File: config.mk
export PLATFORM = sky130hd
export DESIGN_NAME = text_glyph_renderer
export DESIGN_NICKNAME = d
export VERILOG_FILES = /design/src/rtl/vga_text_pkg.sv /design/src/rtl/cursor_blink.sv /design/src/rtl/text_glyph_renderer.sv
export SDC_FILE = /design/constraint.sdc
export NUM_CORES = 1
export LEC_CHECK = 0
export BUFFER_PORTS_ARGS = -buffer_cell sky130_fd_sc_hd__clkbuf_2
export CAP_MARGIN = 30
export CORE_ASPECT_RATIO = 0.6
export CORE_MARGIN = 2
export CORE_UTILIZATION = 54
export CTS_BUF_LIST = sky130_fd_sc_hd__clkbuf_16
export DETAILED_ROUTE_END_ITERATION = 7
export PLACE_DENSITY = 0.87
export SYNTH_ARGS = -nofsm -noshare
export SYNTH_HDL_FRONTEND = slang
export SYNTH_SLANG_ARGS = --single-unit
export TNS_END_PERCENT = 100
File: constraint.sdc
create_clock -name clk -period 3.1 [get_ports clk]
set_input_delay 0.155 -clock clk [delete_from_list [all_inputs] [get_ports clk]]
set_output_delay 0.155 -clock clk [all_outputs]
set_load 0.03 [all_outputs]
File: src/rtl/vga_text_pkg.sv
// Shared constants and payload types for the text-mode video path.
package vga_text_pkg;

  localparam int unsigned GLYPH_W        = 8;
  localparam int unsigned GLYPH_H        = 8;
  localparam int unsigned RENDER_LATENCY = 5;
  localparam int unsigned DEF_COLS       = 80;
  localparam int unsigned DEF_ROWS       = 60;
  localparam int unsigned INV_BIT        = 7;
  localparam int unsigned GLYPH_IDX_W    = 7;

  // Side-band signals carried alongside each pixel through the pipeline.
  typedef struct packed {
    logic video;
    logic hsync;
    logic vsync;
  } side_t;

endpackage

File: src/rtl/cursor_blink.sv
// Frame-tick detector and cursor blink phase generator.
module cursor_blink #(
  parameter int unsigned BLINK_FRAMES = 30
) (
  input  logic clk,
  input  logic rst_n,
  input  logic vsync_in,
  output logic blink_phase
);

  localparam int unsigned CNT_W = (BLINK_FRAMES > 1) ? $clog2(BLINK_FRAMES) : 1;
  localparam logic [CNT_W-1:0] CNT_MAX = CNT_W'(BLINK_FRAMES - 1);

  logic             vs_prev_q, vs_prev_d;
  logic [CNT_W-1:0] frame_cnt_q, frame_cnt_d;
  logic             blink_phase_q, blink_phase_d;
  logic             tick_c;

  // A frame starts on each falling edge of vsync.
  always_comb begin
    vs_prev_d     = vsync_in;
    frame_cnt_d   = frame_cnt_q;
    blink_phase_d = blink_phase_q;
    tick_c        = vs_prev_q & ~vsync_in;
    if (tick_c) begin
      if (frame_cnt_q == CNT_MAX) begin
        frame_cnt_d   = '0;
        blink_phase_d = ~blink_phase_q;
      end else begin
        frame_cnt_d = frame_cnt_q + CNT_W'(1);
      end
    end
  end

  always_ff @(posedge clk or negedge rst_n) begin
    if (!rst_n) begin
      vs_prev_q     <= 1'b1;
      frame_cnt_q   <= '0;
      blink_phase_q <= 1'b1;
    end else begin
      vs_prev_q     <= vs_prev_d;
      frame_cnt_q   <= frame_cnt_d;
      blink_phase_q <= blink_phase_d;
    end
  end

  assign blink_phase = blink_phase_q;

endmodule

File: src/rtl/text_glyph_renderer.sv
// Text-mode pixel generator: text buffer lookup, glyph fetch, serialisation and sync alignment.
module text_glyph_renderer
  import vga_text_pkg::*;
#(
  parameter int unsigned COLS         = DEF_COLS,
  parameter int unsigned ROWS         = DEF_ROWS,
  parameter int unsigned TADDR_W      = 13,
  parameter int unsigned BLINK_FRAMES = 30
) (
  input  logic               clk,
  input  logic               rst_n,
  input  logic [9:0]         pixel_x,
  input  logic [9:0]         pixel_y,
  input  logic               video_on,
  input  logic               hsync_in,
  input  logic               vsync_in,
  output logic [TADDR_W-1:0] char_addr,
  input  logic [7:0]         char_code,
  output logic               rom_enable,
  output logic [9:0]         rom_address,
  input  logic [7:0]         rom_data,
  input  logic               cursor_en,
  input  logic [6:0]         cursor_col,
  input  logic [5:0]         cursor_row,
  output logic               pixel_on,
  output logic               pixel_valid,
  output logic               hsync_out,
  output logic               vsync_out
);

  localparam int unsigned XLO_W = $clog2(GLYPH_W);
  localparam int unsigned YLO_W = $clog2(GLYPH_H);
  localparam int unsigned DEPTH = RENDER_LATENCY;
  localparam side_t SIDE_IDLE = '{video: 1'b0, hsync: 1'b1, vsync: 1'b1};

  if (COLS * ROWS > (32'd1 << TADDR_W)) begin : g_addr_range
    $error("text buffer does not fit in TADDR_W address bits");
  end

  logic [9-XLO_W:0]   col_c;
  logic [9-YLO_W:0]   row_c;
  logic [TADDR_W-1:0] char_addr_q, char_addr_d;
  logic [9:0]         rom_address_q, rom_address_d;
  logic               rom_enable_q, rom_enable_d;
  logic               pixel_on_q, pixel_on_d;
  side_t              side_q [DEPTH];
  side_t              side_d [DEPTH];
  logic [XLO_W-1:0]   x_lo_q [4];
  logic [XLO_W-1:0]   x_lo_d [4];
  logic [YLO_W-1:0]   y_lo_q [2];
  logic [YLO_W-1:0]   y_lo_d [2];
  logic               hit_q  [4];
  logic               hit_d  [4];
  logic               inv_q  [2];
  logic               inv_d  [2];
  logic               blink_phase;

  cursor_blink #(.BLINK_FRAMES(BLINK_FRAMES)) u_blink (
    .clk         (clk),
    .rst_n       (rst_n),
    .vsync_in    (vsync_in),
    .blink_phase (blink_phase)
  );

  // Next-state for every pipeline stage; stage index 0 is captured at edge 1.
  always_comb begin
    col_c       = pixel_x[9:XLO_W];
    row_c       = pixel_y[9:YLO_W];
    char_addr_d = video_on ? TADDR_W'(32'(row_c) * COLS + 32'(col_c)) : '0;

    side_d[0] = '{video: video_on, hsync: hsync_in, vsync: vsync_in};
    for (int i = 1; i < DEPTH; i++) side_d[i] = side_q[i-1];

    // cursor_en is folded in here so later changes do not affect pixels in flight
    x_lo_d[0] = pixel_x[XLO_W-1:0];
    y_lo_d[0] = pixel_y[YLO_W-1:0];
    hit_d[0]  = cursor_en & (col_c == cursor_col) & (row_c == {1'b0, cursor_row});
    for (int i = 1; i < 4; i++) begin
      x_lo_d[i] = x_lo_q[i-1];
      hit_d[i]  = hit_q[i-1];
    end
    y_lo_d[1] = y_lo_q[0];

    rom_address_d = {char_code[GLYPH_IDX_W-1:0], y_lo_q[1]};
    rom_enable_d  = side_q[1].video;
    inv_d[0]      = char_code[INV_BIT];
    inv_d[1]      = inv_q[0];

    // Bit 7 is the leftmost pixel, so the column offset selects bit ~x_lo.
    pixel_on_d = side_q[3].video &
                 (rom_data[~x_lo_q[3]] ^ inv_q[1] ^ (hit_q[3] & blink_phase));
  end

  always_ff @(posedge clk or negedge rst_n) begin
    if (!rst_n) begin
      char_addr_q   <= '0;
      rom_address_q <= '0;
      rom_enable_q  <= 1'b0;
      pixel_on_q    <= 1'b0;
      for (int i = 0; i < DEPTH; i++) side_q[i] <= SIDE_IDLE;
      for (int i = 0; i < 4; i++) begin
        x_lo_q[i] <= '0;
        hit_q[i]  <= 1'b0;
      end
      for (int i = 0; i < 2; i++) begin
        y_lo_q[i] <= '0;
        inv_q[i]  <= 1'b0;
      end
    end else begin
      char_addr_q   <= char_addr_d;
      rom_address_q <= rom_address_d;
      rom_enable_q  <= rom_enable_d;
      pixel_on_q    <= pixel_on_d;
      side_q        <= side_d;
      x_lo_q        <= x_lo_d;
      hit_q         <= hit_d;
      y_lo_q        <= y_lo_d;
      inv_q         <= inv_d;
    end
  end

  assign char_addr   = char_addr_q;
  assign rom_address = rom_address_q;
  assign rom_enable  = rom_enable_q;
  assign pixel_on    = pixel_on_q;
  assign pixel_valid = side_q[DEPTH-1].video;
  assign hsync_out   = side_q[DEPTH-1].hsync;
  assign vsync_out   = side_q[DEPTH-1].vsync;

endmodule

Yosys cells after proc, flatten, opt, wreduce, memory -nomap -nowiden
Index checks and enable logic that the tools add are counted.

word-level totals
  input port bits = 55
  output and inout bits = 28
  flip-flop bits (word level) = 69
  bits in writable memories = 0
  ROM bits = 0
  logic and storage cells = 54
  bits in latches = 0
  memories = 0

cells by class
  div/mod/pow operators = 0
  $lt $le $gt $ge = 1
  bitwise operators = 10
  $mul = 1
  $add $sub $neg = 2
  mux-type cells = 4
  equality and inequality tests = 3
  shifts and indexed selects = 0
  reduce and logical (&&, ||, !) cells = 1

operators by type and width
  kind                                                                  number
  13-bit by 7-bit adder with 13-bit output                              1
  13-bit two-way mux                                                    1
  7-bit by 3-bit multiplier with 9-bit output, second input constant    1
  7-bit by 6-bit == test with 1-bit output                              1
  7-bit == test                                                         1
  5-bit by 1-bit adder with 5-bit output, second input constant         1
  1-bit bitwise AND                                                     5
  5-bit == test, second input constant                                  1
  5-bit two-way mux                                                     1
  3-bit by 4-bit < comparator with 1-bit output, second input constant  1
  1-bit binary-select mux with 3-bit select                             1
  3-bit NOT                                                             1
  1-bit NOT                                                             2
  2-bit AND reduction                                                   1
  1-bit bitwise XOR                                                     2
  1-bit two-way mux                                                     1

Longest topological paths before layout
Gate-level depths: netlist of run 1.

  depth in word-level cells = 6
  mapped depth = 8
  gate-level depth less buffers = 8

By module
Synthesis of run 1 repeated with hierarchy kept, for this count alone.

unflattened totals
  cells, all modules = 187
  area, all modules = 2697.6 µm²

by module, submodules not included
  module               cells each  sequential area each (µm²)  area an instance (µm²)  instances
  text_glyph_renderer  154         1589.0                      2347.3                  1
  cursor_blink         33          177.7                       350.3                   1

Least setup slack after synthesis of run 1
Ideal clock, no wire load.

  kind = in2reg
  from = in pixel_y[4]
  to = reg char_addr_q[12] (netlist: char_addr[12])
  stages on the path = 8
  setup time = 0.124 ns
  data required time = 2.976 ns
  path buffers = 0
  setup slack = 0.940 ns
  arrival = 2.035 ns
  cells stage by stage = ha_1 > ha_1 > fa_1 > xor2_1 > nand2_1 > or2_1 > o32a_1 > or2_1

on the way
  cells in the longest elaborated chain, start to end = 3

RTL lines
  item                                         RTL line                    RTL
  start, declared                              text_glyph_renderer.sv:13   input logic [9:0] pixel_y,
  7-bit by 3-bit multiplier with 9-bit output  text_glyph_renderer.sv:69   char_addr_d = video_on ? TADDR_W'(32'(row_c) * COLS + 32'(col_c)) : '0;
  13-bit by 7-bit adder with 13-bit output     text_glyph_renderer.sv:69
  13-bit two-way mux                           text_glyph_renderer.sv:69
  net char_addr_d[12]                          text_glyph_renderer.sv:42   logic [TADDR_W-1:0] char_addr_q, char_addr_d;
  end signal, assigned                         text_glyph_renderer.sv:110  char_addr_q <= char_addr_d;
  end, declared                                text_glyph_renderer.sv:42

The timed path passes the listed nets, and every way through them passes these cells.
A chain may end at the register's enable or synchronous reset.

Worst setup path in the final report of run 1
Ends and elaborated chain as after synthesis.

==> results of run 1 <==
-- final timing paths --
| check | endpoint | from | depth (start not counted) |
|---|---|---|---|
| worst max-delay path | char_addr[12]$_DFF_PN0_ | pixel_y[4] | 9 |
| worst min-delay path | char_addr[2]$_DFF_PN0_ | pixel_x[5] | 2 |
| worst max register to register | u_blink.frame_cnt_q[2]$_DFFE_PN0P_ | u_blink.vs_prev_q$_DFF_PN1_ | 4 |
| worst min register to register | x_lo_d[2]$_DFF_PN0_ | x_lo_d[5]$_DFF_PN0_ | 0 |
| max in group asynchronous | rom_address[0]$_DFF_PN0_ | rst_n | 3 |
| min in group asynchronous | x_lo_q[0]$_DFF_PN0_ | rst_n | 2 |
-- timing repair --
action                    CTS  global route
hold buffers               17             0
hold endpoints to repair   36             0
buffers inserted            0             0
-- Yosys cell counts --
cell type  instances
nor4_1             1
or3_1              2
mux2i_1            1
a2111oi_2          1
nor2_1             7
a22o_1             1
o21ai_0            6
o21ba_2            1
and2_1             6
nor3_1             5
nand2b_1           2
xor2_1             8
a21o_1             4
and3_1             1
and4_1             2
a21oi_1            1
o2111ai_1          1
nand4b_1           1
xnor2_1           15
nand2_1            8
o21bai_1           2
inv_1              5
a211o_1            1
a31oi_1            1
nor2b_1            3
mux4_2             2
o21ai_1            1
or2_1              2
o32a_1             1
dfstp_2           11
nand4_1            4
a211oi_1           1
fa_1               2
dfrtp_1           58
o21a_1             1
ha_1              15
-- per-layer routing --
metal | global-route usage | wire [um] | up-vias | part of all wire
met3 | 0.0832 | 486 | 15 | 0.082
met1 | 0.309 | 2500 | 921 | 0.42
met2 | 0.361 | 2820 | 108 | 0.48
met4 | 0.108 | 112 | 0 | 0.019
li1 | - | - | 861 | -
met5 | 0 | 0 | - | 0
-- critical path, delay by kind of cell --
kind	cells	cell delay (ns)
simple gates	3	0.57
fa+ha+maj	3	0.97
xor+xnor	1	0.22
buf+inv	1	0.14
compound gates	1	0.30
-- power breakdown --
group | total, uW | internal, uW | leakage, uW | switching (uW)
Clock | 1060 | 699 | 0.000150 | 362
Sequential | 1030 | 984 | 0.000823 | 45.4
Combinational | 379 | 152 | 0.000812 | 226
Total | 2470 | 1840 | 0.00178 | 634
-- stage by stage --
stage / cells / instance area, sq um / hold slack, ns / worst slack [ns]
final: 363 / 3630 / 0.0743 / 0.951
after CTS: 363 / 3630 / 0.0500 / 0.986
after global routing: 363 / 3630 / 0.0891 / 0.823
after global placement: 330 / 3150 / 0.132 / 0.707
after detailed placement: 330 / 3150 / 0.132 / 0.644
after floorplan: 184 / 2650 / -0.141 / 0.940
-- layout make-up --
class | instances | area [sq um] | area share
inverters | 5 | 18.8 | 0.00517
clock buffers | 9 | 225 | 0.0620
clock inverters | 7 | 91.3 | 0.0251
well taps | 63 | 78.8 | 0.0217
flip-flops and latches | 69 | 1740 | 0.479
repair buffers | 100 | 588 | 0.162
multi-input cells | 110 | 891 | 0.245
-- kinds of logic (layout without fill, tap and decap cells) --
group                    Yosys count  in the layout  share of synthesized area
flip-flops                        69             69                      0.657
AND/OR/NAND/NOR                   44             44                     0.0902
AO/OA/AOI/OAI                     23             23                     0.0633
XOR/XNOR                          23             23                     0.0760
adder cells (fa/ha/maj)           17             17                     0.0859
buffers and inverters              5            121                    0.00708
multiplexers                       3              3                     0.0208
-- sequential cells by signal, summed over array words and instances, names as in the netlist, 5 cells and up --
signal / cells
rom_address: 10
side_d: 10
char_addr: 13
x_lo_d: 9
u_blink.frame_cnt_q: 5
-- cell usage in the layout (no fill, tap or decap), types with 3 or more instances in the layout --
| cell type | synthesis | final |
|---|---|---|
| nor3_1 | 5 | 5 |
| clkbuf_16 | 0 | 9 |
| nor2_1 | 7 | 7 |
| dfrtp_1 | 58 | 58 |
| a21o_1 | 4 | 4 |
| clkbuf_2 | 0 | 81 |
| dlygate4sd3_1 | 0 | 17 |
| dfstp_2 | 11 | 11 |
| nand2_1 | 8 | 8 |
| and2_1 | 6 | 6 |
| xnor2_1 | 15 | 15 |
| nor2b_1 | 3 | 3 |
| inv_1 | 5 | 6 |
| xor2_1 | 8 | 8 |
| ha_1 | 15 | 15 |
| o21ai_0 | 6 | 6 |
| nand4_1 | 4 | 4 |
==> results.py, run 1 <==
metrics = {
    "critical_path": {
        "r2r_setup_slack_ns": 1.65,
        "required_ns": 3.31,
        "start_kind": "primary input",
        "endpoint_kind": "flop",
        "critical_path_class": "primary input to flop",
        "cp_cell_sequence": "clkbuf_2 -> ha_1 -> ha_1 -> fa_1 -> xor2_1 -> nand2_1 -> or2_1 -> o32a_1 -> or2_1",
        "cp_max_fo": 4,
        "cp.arrival_ns": 2.36,
        "critPathSlowestCell": "fa_1",
        "critPathMaxStageDelay_ns": 0.42,
    },
    "power": {
        "vdd_drop_max_mv": 0.452,
        "power_density_nw_per_um2": 680,
        "p_leak_uw": 0.00178,
        "power.total_uw": 2470,
    },
    "die": {
        "coreArea_sq_um": 4640,
        "start_util": 0.572,
        "ios": 83,
        "die_w_um": 94.4,
        "die-area_sq_um": 5500,
        "rows": 19,
        "die_h_um": 58.3,
    },
    "clock_network": {
        "clock_latency_ns": 0.32,
        "clock_path_buffers": 2,
        "cts.htree.levels": 3,
        "ctsResizeCount": 0,
        "numCtsBuffers": 9,
        "cts.clk_slew.worst_paths_ns": 0.05,
        "root_buffer": "clkbuf_16",
        "cts_sinks": 69,
        "cts_tree": "built",
    },
    "placed_design": {
        "io_buffers": 82,
        "dpl.hpwl_um": 3710,
        "place_congestion": 0.878,
    },
    "final_layout": {
        "post-route-util": 0.784,
        "nNetsFinal": 367,
        "drive_above_1_share": 0.373,
        "fillCellCount": 280,
        "diodes": 0,
        "area_growth_syn_to_layout_pct": 37.1,
    },
    "routing": {
        "via_count": 1905,
        "drtAntennaViolNets": 0,
        "dr.pass1.iters": 4,
        "avgViaCountPerCell": 5.25,
        "wire_per_inst_um": 16.3,
        "first_iter_violations": 76,
        "drcViolationCount": 0,
        "finalWirelength_um": 5920,
    },
    "sta": {
        "fin_setup_tns_ns": 0,
        "finalHoldViolations": 0,
        "period_minus_slack_ns": 2.15,
        "setup_violations": 0,
        "post-route-period-util": 0.693,
        "slew_violations": 0,
        "tightest_slew_ns": 0.585,
        "fmax_mhz": 465,
        "rsz0062_at_grt": "no",
        "fin_skew_ns": 0.00301,
        "slew_headroom": 0.610,
    },
    "global_route": {
        "grt_first_pass_wirelength_um": 9310,
        "gr-total-overflow": 0,
        "grt_pass1_vias": 1908,
        "grt_max_degree": 49,
        "grt_usage": 0.236,
        "antenna_found_initial": 0,
    },
    "yosys": {
        "synth.largest_area_cell": "dfrtp_1",
        "yosysSeqAreaShare": 0.657,
        "yosys-top-cells-area": "dfrtp_1 (55%), dfstp_2 (11%), ha_1 (7.1%)",
        "synth.distinct_cells": 36,
        "yosys_warnings": 0,
        "avgSynthCellArea_sq_um": 14.4,
        "synth_area_sq_um": 2650,
        "synth_cells": 184,
        "syn_nets": 256,
        "synth-seq-cells": 69,
        "synth_top_area_share": 0.548,
    },
    "outcome": {
        "status": "finished clean",
    },
    "min_path": {
        "hold_path.class": "primary input to flop",
    },
    "job": {
        "max_cap_violations": 0,
    },
}
Note: power is estimated with default switching activity, not from simulation.
==> run 2: changes to the inputs <==
--- a/config.mk
+++ b/config.mk
@@ -5,14 +5,15 @@
 export SDC_FILE = /design/constraint.sdc
 export NUM_CORES = 1
 export LEC_CHECK = 0
+export ABC_AREA = 1
 export BUFFER_PORTS_ARGS = -buffer_cell sky130_fd_sc_hd__clkbuf_2
 export CAP_MARGIN = 30
 export CORE_ASPECT_RATIO = 0.6
 export CORE_MARGIN = 2
-export CORE_UTILIZATION = 54
+export CORE_UTILIZATION = 51
 export CTS_BUF_LIST = sky130_fd_sc_hd__clkbuf_16
 export DETAILED_ROUTE_END_ITERATION = 7
-export PLACE_DENSITY = 0.87
+export PLACE_DENSITY = 0.82
 export SYNTH_ARGS = -nofsm -noshare
 export SYNTH_HDL_FRONTEND = slang
 export SYNTH_SLANG_ARGS = --single-unit
==> constraint.sdc (replaced) <==
create_clock -name clk -period 2.05 [get_ports clk]
set_input_delay 0.1025 -clock clk [delete_from_list [all_inputs] [get_ports clk]]
set_output_delay 0.1025 -clock clk [all_outputs]
set_load 0.03 [all_outputs]
==> run 2 against run 1 <==
Hold slack worse by 0.045 ns. Core utilization down 4.9 points. Wire length down 0.56%. Clock power is 50% higher. Worst setup slack got worse by 0.74 ns. Synthesized cell count rose by 40%. Die area rose by 9.5%. Count of clock-buffer cells in the layout is the same. Sequential cell count did not move. Critical path depth is 2 higher. Critical endpoint is now char_addr[11]$_DFF_PN0_. Sequential power grew 53%.
==> results.py, run 2 <==
metrics = {
    "final_layout": {
        "final_common_cell": "clkbuf_2",
        "post-route-util": 0.734,
        "nNetsFinal": 443,
        "fillCellCount": 330,
        "final_cell_mix": "clkbuf_2 (81), dfrtp_1 (58), nand2_1 (43)",
        "area_growth_syn_to_layout_pct": 36.8,
        "diodes": 0,
        "largest_reg_flops": 13,
        "drive_above_1_share": 0.295,
    },
    "yosys": {
        "synth_top_area_share": 0.527,
        "yosys-top-cells-area": "dfrtp_1 (53%), dfstp_2 (10%), ha_1 (6.8%)",
        "yosys.cell_count.top_type": "dfrtp_1",
        "synth_cells": 257,
        "synth_top_family_by_area": "simple AND/OR/NAND/NOR gates",
        "yosys_warnings": 0,
        "synth_xor_area_frac": 0.0254,
        "yosys.area_share.simple": 0.142,
        "synth_area_sq_um": 2750,
        "synth_ff_type": "dfrtp_1",
        "synth.distinct_cells": 21,
        "synthMuxAreaShare": 0,
        "synth-edff-count": 0,
        "synth.largest_area_cell": "dfrtp_1",
        "async_reset_ff_frac": 1.00,
        "synth-seq-cells": 69,
        "synth_common_cells": "dfrtp_1 (58), nand2_1 (43), inv_1 (39), nor2_1 (27)",
        "avgSynthCellArea_sq_um": 10.7,
        "yosysSeqAreaShare": 0.632,
        "synth_fa_ha_area_frac": 0.0827,
        "syn_nets": 329,
        "synth_compound_area_frac": 0.0600,
    },
    "min_path": {
        "hold_path.class": "primary input to flop",
    },
    "placed_design": {
        "dpl.hpwl_um": 3930,
        "io_buffers": 82,
        "place_ws_ns": -0.00873,
        "place_congestion": 0.862,
    },
    "die": {
        "start_util": 0.537,
        "die-area_sq_um": 6020,
        "coreArea_sq_um": 5130,
        "ios": 83,
        "die_w_um": 98.9,
        "rows": 20,
        "die_h_um": 60.9,
    },
    "job": {
        "max_cap_violations": 0,
    },
    "routing": {
        "dr.pass1.iters": 4,
        "finalWirelength_um": 5890,
        "drtAntennaViolNets": 0,
        "avgViaCountPerCell": 4.84,
        "first_iter_violations": 73,
        "via_count": 2139,
        "wire_per_inst_um": 13.3,
        "drcViolationCount": 0,
    },
    "global_route": {
        "grt_max_degree": 70,
        "grt_first_pass_wirelength_um": 9630,
        "antenna_found_initial": 0,
        "grt_usage": 0.217,
        "gr-total-overflow": 0,
        "grt_pass1_vias": 2184,
    },
    "critical_path": {
        "critPathSlowestCell": "fa_1",
        "endpoint_kind": "flop",
        "critical_path_class": "primary input to flop",
        "cp_num_buf_inv": 2,
        "required_ns": 2.26,
        "start_kind": "primary input",
        "critPathMaxStageDelay_ns": 0.54,
        "cp_max_fo": 3,
        "critical-path-top-delay-family": "adder cells",
        "cp.arrival_ns": 2.05,
        "cp_cell_sequence": "clkbuf_2 -> ha_1 -> ha_1 -> fa_1 -> nand2_1 -> inv_1 -> o21ai_0 -> a21oi_1 -> nand3_1 -> nand2_1 -> nor2_1",
    },
    "sta": {
        "rsz0062_at_grt": "no",
        "fmax_mhz": 544,
        "slew_headroom": 0.769,
        "tightest_slew_ns": 0.346,
        "finalHoldViolations": 0,
        "slew_violations": 0,
        "setup_violations": 0,
        "period_minus_slack_ns": 1.84,
        "post-route-period-util": 0.896,
        "fin_setup_tns_ns": 0,
        "fin_skew_ns": 0.00583,
        "timing.final.ws_setup_ns": 0.213,
    },
    "clock_network": {
        "cts_tree": "built",
        "clock_path_buffers": 2,
        "root_buffer": "clkbuf_16",
        "clock_latency_ns": 0.33,
        "cts.htree.levels": 3,
        "numCtsBuffers": 9,
        "cts_sinks": 69,
        "cts.clk_slew.worst_paths_ns": 0.05,
        "ctsResizeCount": 0,
    },
    "power": {
        "power_density_nw_per_um2": 1000,
        "p_leak_uw": 0.00203,
        "vdd_drop_max_mv": 0.533,
    },
    "outcome": {
        "status": "finished clean",
    },
}
==> run 2: cell count changes after synthesis, moves of 3 or more <==
cell | before | now
xor2_1 | 8 | 3
a21oi_1 | 1 | 11
nor3_1 | 5 | 1
nor2_1 | 7 | 27
o21ai_0 | 6 | 11
inv_1 | 5 | 39
xnor2_1 | 15 | 5
and2_1 | 6 | 0
nand2_1 | 8 | 43
o22ai_1 | 0 | 5
nor2b_1 | 3 | 0
a21o_1 | 4 | 0
nand3_1 | 0 | 15
==> run 2: path summary, 6_finish.rpt <==
path,to,slack (ns),cells past startpoint,from
min in group asynchronous,pixel_valid$_DFF_PN0_,0.34,3,rst_n
max,char_addr[11]$_DFF_PN0_,0.21,11,pixel_y[4]
min reg2reg,x_lo_d[4]$_DFF_PN0_,0.35,0,x_lo_d[7]$_DFF_PN0_
max in group asynchronous,side_d[1]$_DFF_PN1_,1.40,3,rst_n
max reg2reg,u_blink.frame_cnt_q[3]$_DFFE_PN0P_,0.59,7,u_blink.vs_prev_q$_DFF_PN1_
min,char_addr[1]$_DFF_PN0_,0.03,3,pixel_x[4]
==> run 2: cell families after synthesis <==
group,Yosys count
AND/OR/NAND/NOR,93
flip-flops,69
buffers and inverters,40
AO/OA/AOI/OAI,30
adder cells (fa/ha/maj),17
XOR/XNOR,8
==> run 2: timing repair <==
item	CTS	global route
endpoints found under the setup margin	0	0
hold buffers	19	0
setup buffers	0	0
hold endpoints to repair	76	0
==> run 2: metal layers <==
| metal | track usage | up-vias | share of wire | wire (um) |
|---|---|---|---|---|
| met5 | 0 | - | 0 | 0 |
| met4 | 0.0665 | 0 | 0.013 | 79 |
| met3 | 0.0956 | 8 | 0.076 | 448 |
| met2 | 0.388 | 89 | 0.49 | 2870 |
| met1 | 0.241 | 992 | 0.42 | 2490 |
| li1 | - | 1050 | - | - |
==> run 2: where the power goes <==
part           internal [uW]  switching (uW)  total [uW]  leakage, uW
combinational            236             364         601      0.00105
sequential              1510            71.1        1580     0.000819
clock                   1050             540        1590     0.000157
total                   2790             976        3770      0.00203
==> run 2: final cells by class <==
cell class	count	area, sq um	area share
repair buffers	104	636	0.169
multi-input cells	148	853	0.227
flip-flops and latches	69	1740	0.462
well taps	66	82.6	0.0219
inverters	39	146	0.0389
clock buffers	9	225	0.0598
clock inverters	7	83.8	0.0223
==> run 2: tightest hold or removal path: cells and delay by family <==
kind | cells | cell delay, ns
buffers and inverters | 2 | 0.16
and+or+nand+nor | 1 | 0.06
==> run 2: through the flow <==
stage | hold WS, ns | total power (uW) | area, sq um | instances
floorplan | -0.193 | 1940 | 2750 | 257
global placement | 0.145 | 2130 | 3270 | 407
detailed placement | 0.143 | 2160 | 3270 | 407
CTS | 0.00566 | 3790 | 3770 | 442
global route | 0.0373 | 3930 | 3770 | 442
finish | 0.0296 | 3770 | 3770 | 442
==> run 3: changes to the inputs <==
--- a/config.mk
+++ b/config.mk
@@ -13,7 +13,7 @@
 export CORE_UTILIZATION = 51
 export CTS_BUF_LIST = sky130_fd_sc_hd__clkbuf_16
 export DETAILED_ROUTE_END_ITERATION = 7
-export PLACE_DENSITY = 0.82
+export PLACE_DENSITY = 0.79
 export SYNTH_ARGS = -nofsm -noshare
 export SYNTH_HDL_FRONTEND = slang
 export SYNTH_SLANG_ARGS = --single-unit
==> run 3 against run 2 <==
Sequential share of layout area barely moved. Sequential power barely moved. Total power fell by 0.30%. Fmax rose by 4.6%. Sequential cell count did not move. Via count fell by 1.4%. Register-to-register slack improved by 0.03 ns. Critical endpoint unchanged.
==> results.py, run 3 (synthesis gave the netlist of run 2 again) <==
metrics = {
    "power": {
        "power_frac_clock": 0.422,
        "vdd_drop_max_mv": 0.689,
        "pwr-share-comb": 0.158,
        "power_density_nw_per_um2": 996,
        "internal_power_uw": 2800,
        "switching_share": 0.255,
        "p_leak_uw": 0.00202,
        "sequentialPowerShare": 0.420,
        "power.total_uw": 3760,
        "p_switching_uw": 958,
    },
    "routing": {
        "finalWirelength_um": 5780,
        "dr.pass1.iters": 4,
        "highest_layer": "met4",
        "m1WireLength_um": 2420,
        "drtAntennaViolNets": 0,
        "drcViolationCount": 0,
        "first_iter_violations": 93,
        "via_count": 2108,
        "dr_wl_met3_um": 415,
        "avgViaCountPerCell": 4.77,
        "wire_per_inst_um": 13.1,
        "wl_met2_um": 2850,
    },
    "outcome": {
        "status": "finished clean",
    },
    "min_path": {
        "worstHoldStart": "pixel_x[4]",
        "hold-path-endpoint": "char_addr[1]$_DFF_PN0_",
        "hold_path.class": "primary input to flop",
        "whs_path_depth": 3,
    },
    "die": {
        "die-area_sq_um": 6020,
        "die_h_um": 60.9,
        "start_util": 0.537,
        "coreArea_sq_um": 5130,
        "rows": 20,
        "ios": 83,
        "die_w_um": 98.9,
    },
    "critical_path": {
        "endpoint_kind": "flop",
        "required_ns": 2.25,
        "start_kind": "primary input",
        "cp_max_fo": 3,
        "critical_path_class": "primary input to flop",
        "reg2reg_depth": 7,
        "cp.arrival_ns": 1.96,
        "r2r-start": "u_blink.vs_prev_q$_DFF_PN1_",
        "r2r_setup_slack_ns": 0.62,
        "r2r_end": "u_blink.frame_cnt_q[3]$_DFFE_PN0P_",
    },
    "final_layout": {
        "final_common_cell": "clkbuf_2",
        "final_cell_mix": "clkbuf_2 (81), dfrtp_1 (58), nand2_1 (43)",
        "area_growth_syn_to_layout_pct": 36.9,
        "drive_above_1_share": 0.303,
        "largest_reg_flops": 13,
        "nNetsFinal": 443,
        "diodes": 0,
    },
    "sta": {
        "tightest_slew_ns": 0.574,
        "setup_violations": 0,
        "post-route-period-util": 0.856,
        "period_minus_slack_ns": 1.76,
        "fin_skew_ns": 0.00427,
        "fmax_mhz": 570,
        "slew_violations": 0,
        "finalHoldViolations": 0,
        "slew_headroom": 0.617,
        "rsz0062_at_grt": "no",
        "fin_setup_tns_ns": 0,
    },
    "global_route": {
        "grt_usage": 0.217,
        "grt_pass1_vias": 2201,
        "antenna_found_initial": 0,
        "grt_max_degree": 33,
        "grt_first_pass_wirelength_um": 9800,
        "gr-total-overflow": 0,
    },
    "clock_network": {
        "clock_path_buffers": 2,
        "cts_sinks": 69,
        "root_buffer": "clkbuf_16",
        "clock_latency_ns": 0.32,
        "cts_tree": "built",
        "cts.clk_slew.worst_paths_ns": 0.05,
        "cts.htree.levels": 3,
        "numCtsBuffers": 9,
    },
    "placed_design": {
        "place_congestion": 0.820,
        "io_buffers": 82,
        "dpl.hpwl_um": 4340,
    },
    "job": {
        "max_cap_violations": 0,
    },
}
## run 3: timing repair
item                      in CTS  in global routing
resized for setup              0                  0
hold endpoints to repair      36                  0
hold buffers                  18                  0
buffers inserted               0                  0
## run 3: worst max path at each step
| stage | from | end | cells past startpoint |
|---|---|---|---|
| final | pixel_y[6] | char_addr[11]$_DFF_PN0_ | 11 |
| after global routing | pixel_y[6] | char_addr[11]$_DFF_PN0_ | 11 |
| after CTS | pixel_y[6] | char_addr[11]$_DFF_PN0_ | 11 |
| after detailed placement | pixel_y[6] | char_addr[11]$_DFF_PN0_ | 11 |
| after global placement | pixel_y[4] | char_addr[11]$_DFF_PN0_ | 11 |
| after floorplan | pixel_y[4] | char_addr[11]$_DFF_PN0_ | 10 |
## run 3: critical path: stages
cell	delay, ns
clkbuf_2	0.11
ha_1	0.28
ha_1	0.24
fa_1	0.52
nand2_1	0.06
inv_1	0.07
o21ai_0	0.12
a21oi_1	0.25
nand3_1	0.10
nand2_1	0.07
nor2_1	0.04
## run 3: area by class of cell
class / count / area, sq um
Fill cell: 353 / 1360
Timing Repair Buffer: 104 / 633
Inverter: 39 / 146
Multi-Input combinational cell: 148 / 853
Clock inverter: 7 / 88.8
Clock buffer: 9 / 225
Tap cell: 66 / 82.6
Sequential cell: 69 / 1740
## run 3: power groups by stage
stage	Clock, uW	Combinational (uW)	Sequential, uW
2_1_floorplan	0	270	1670
3_3_place_gp	0	542	1590
3_5_place_dp	0	567	1600
4_1_cts	1610	597	1580
5_1_grt	1680	667	1600
6_report	1580	593	1580
## run 3: per-stage QoR
step | cell area, sq um | instances | hold WS, ns | setup WS [ns] | utilization
6_report | 3770 | 442 | 0.0297 | 0.295 | 0.735
5_1_grt | 3770 | 442 | 0.0400 | 0.172 | 0.735
4_1_cts | 3770 | 442 | 0.0175 | 0.314 | 0.735
3_5_place_dp | 3280 | 408 | 0.124 | -0.0143 | 0.639
3_3_place_gp | 3280 | 408 | 0.122 | 0.0504 | 0.639
2_1_floorplan | 2750 | 257 | -0.193 | 0.209 | -
## run 3: metal layers
metal	vias to the layer above	global-route usage
met2	79	0.395
li1	1043	-
met4	0	0.0822
met1	978	0.247
met3	8	0.0691
met5	-	0
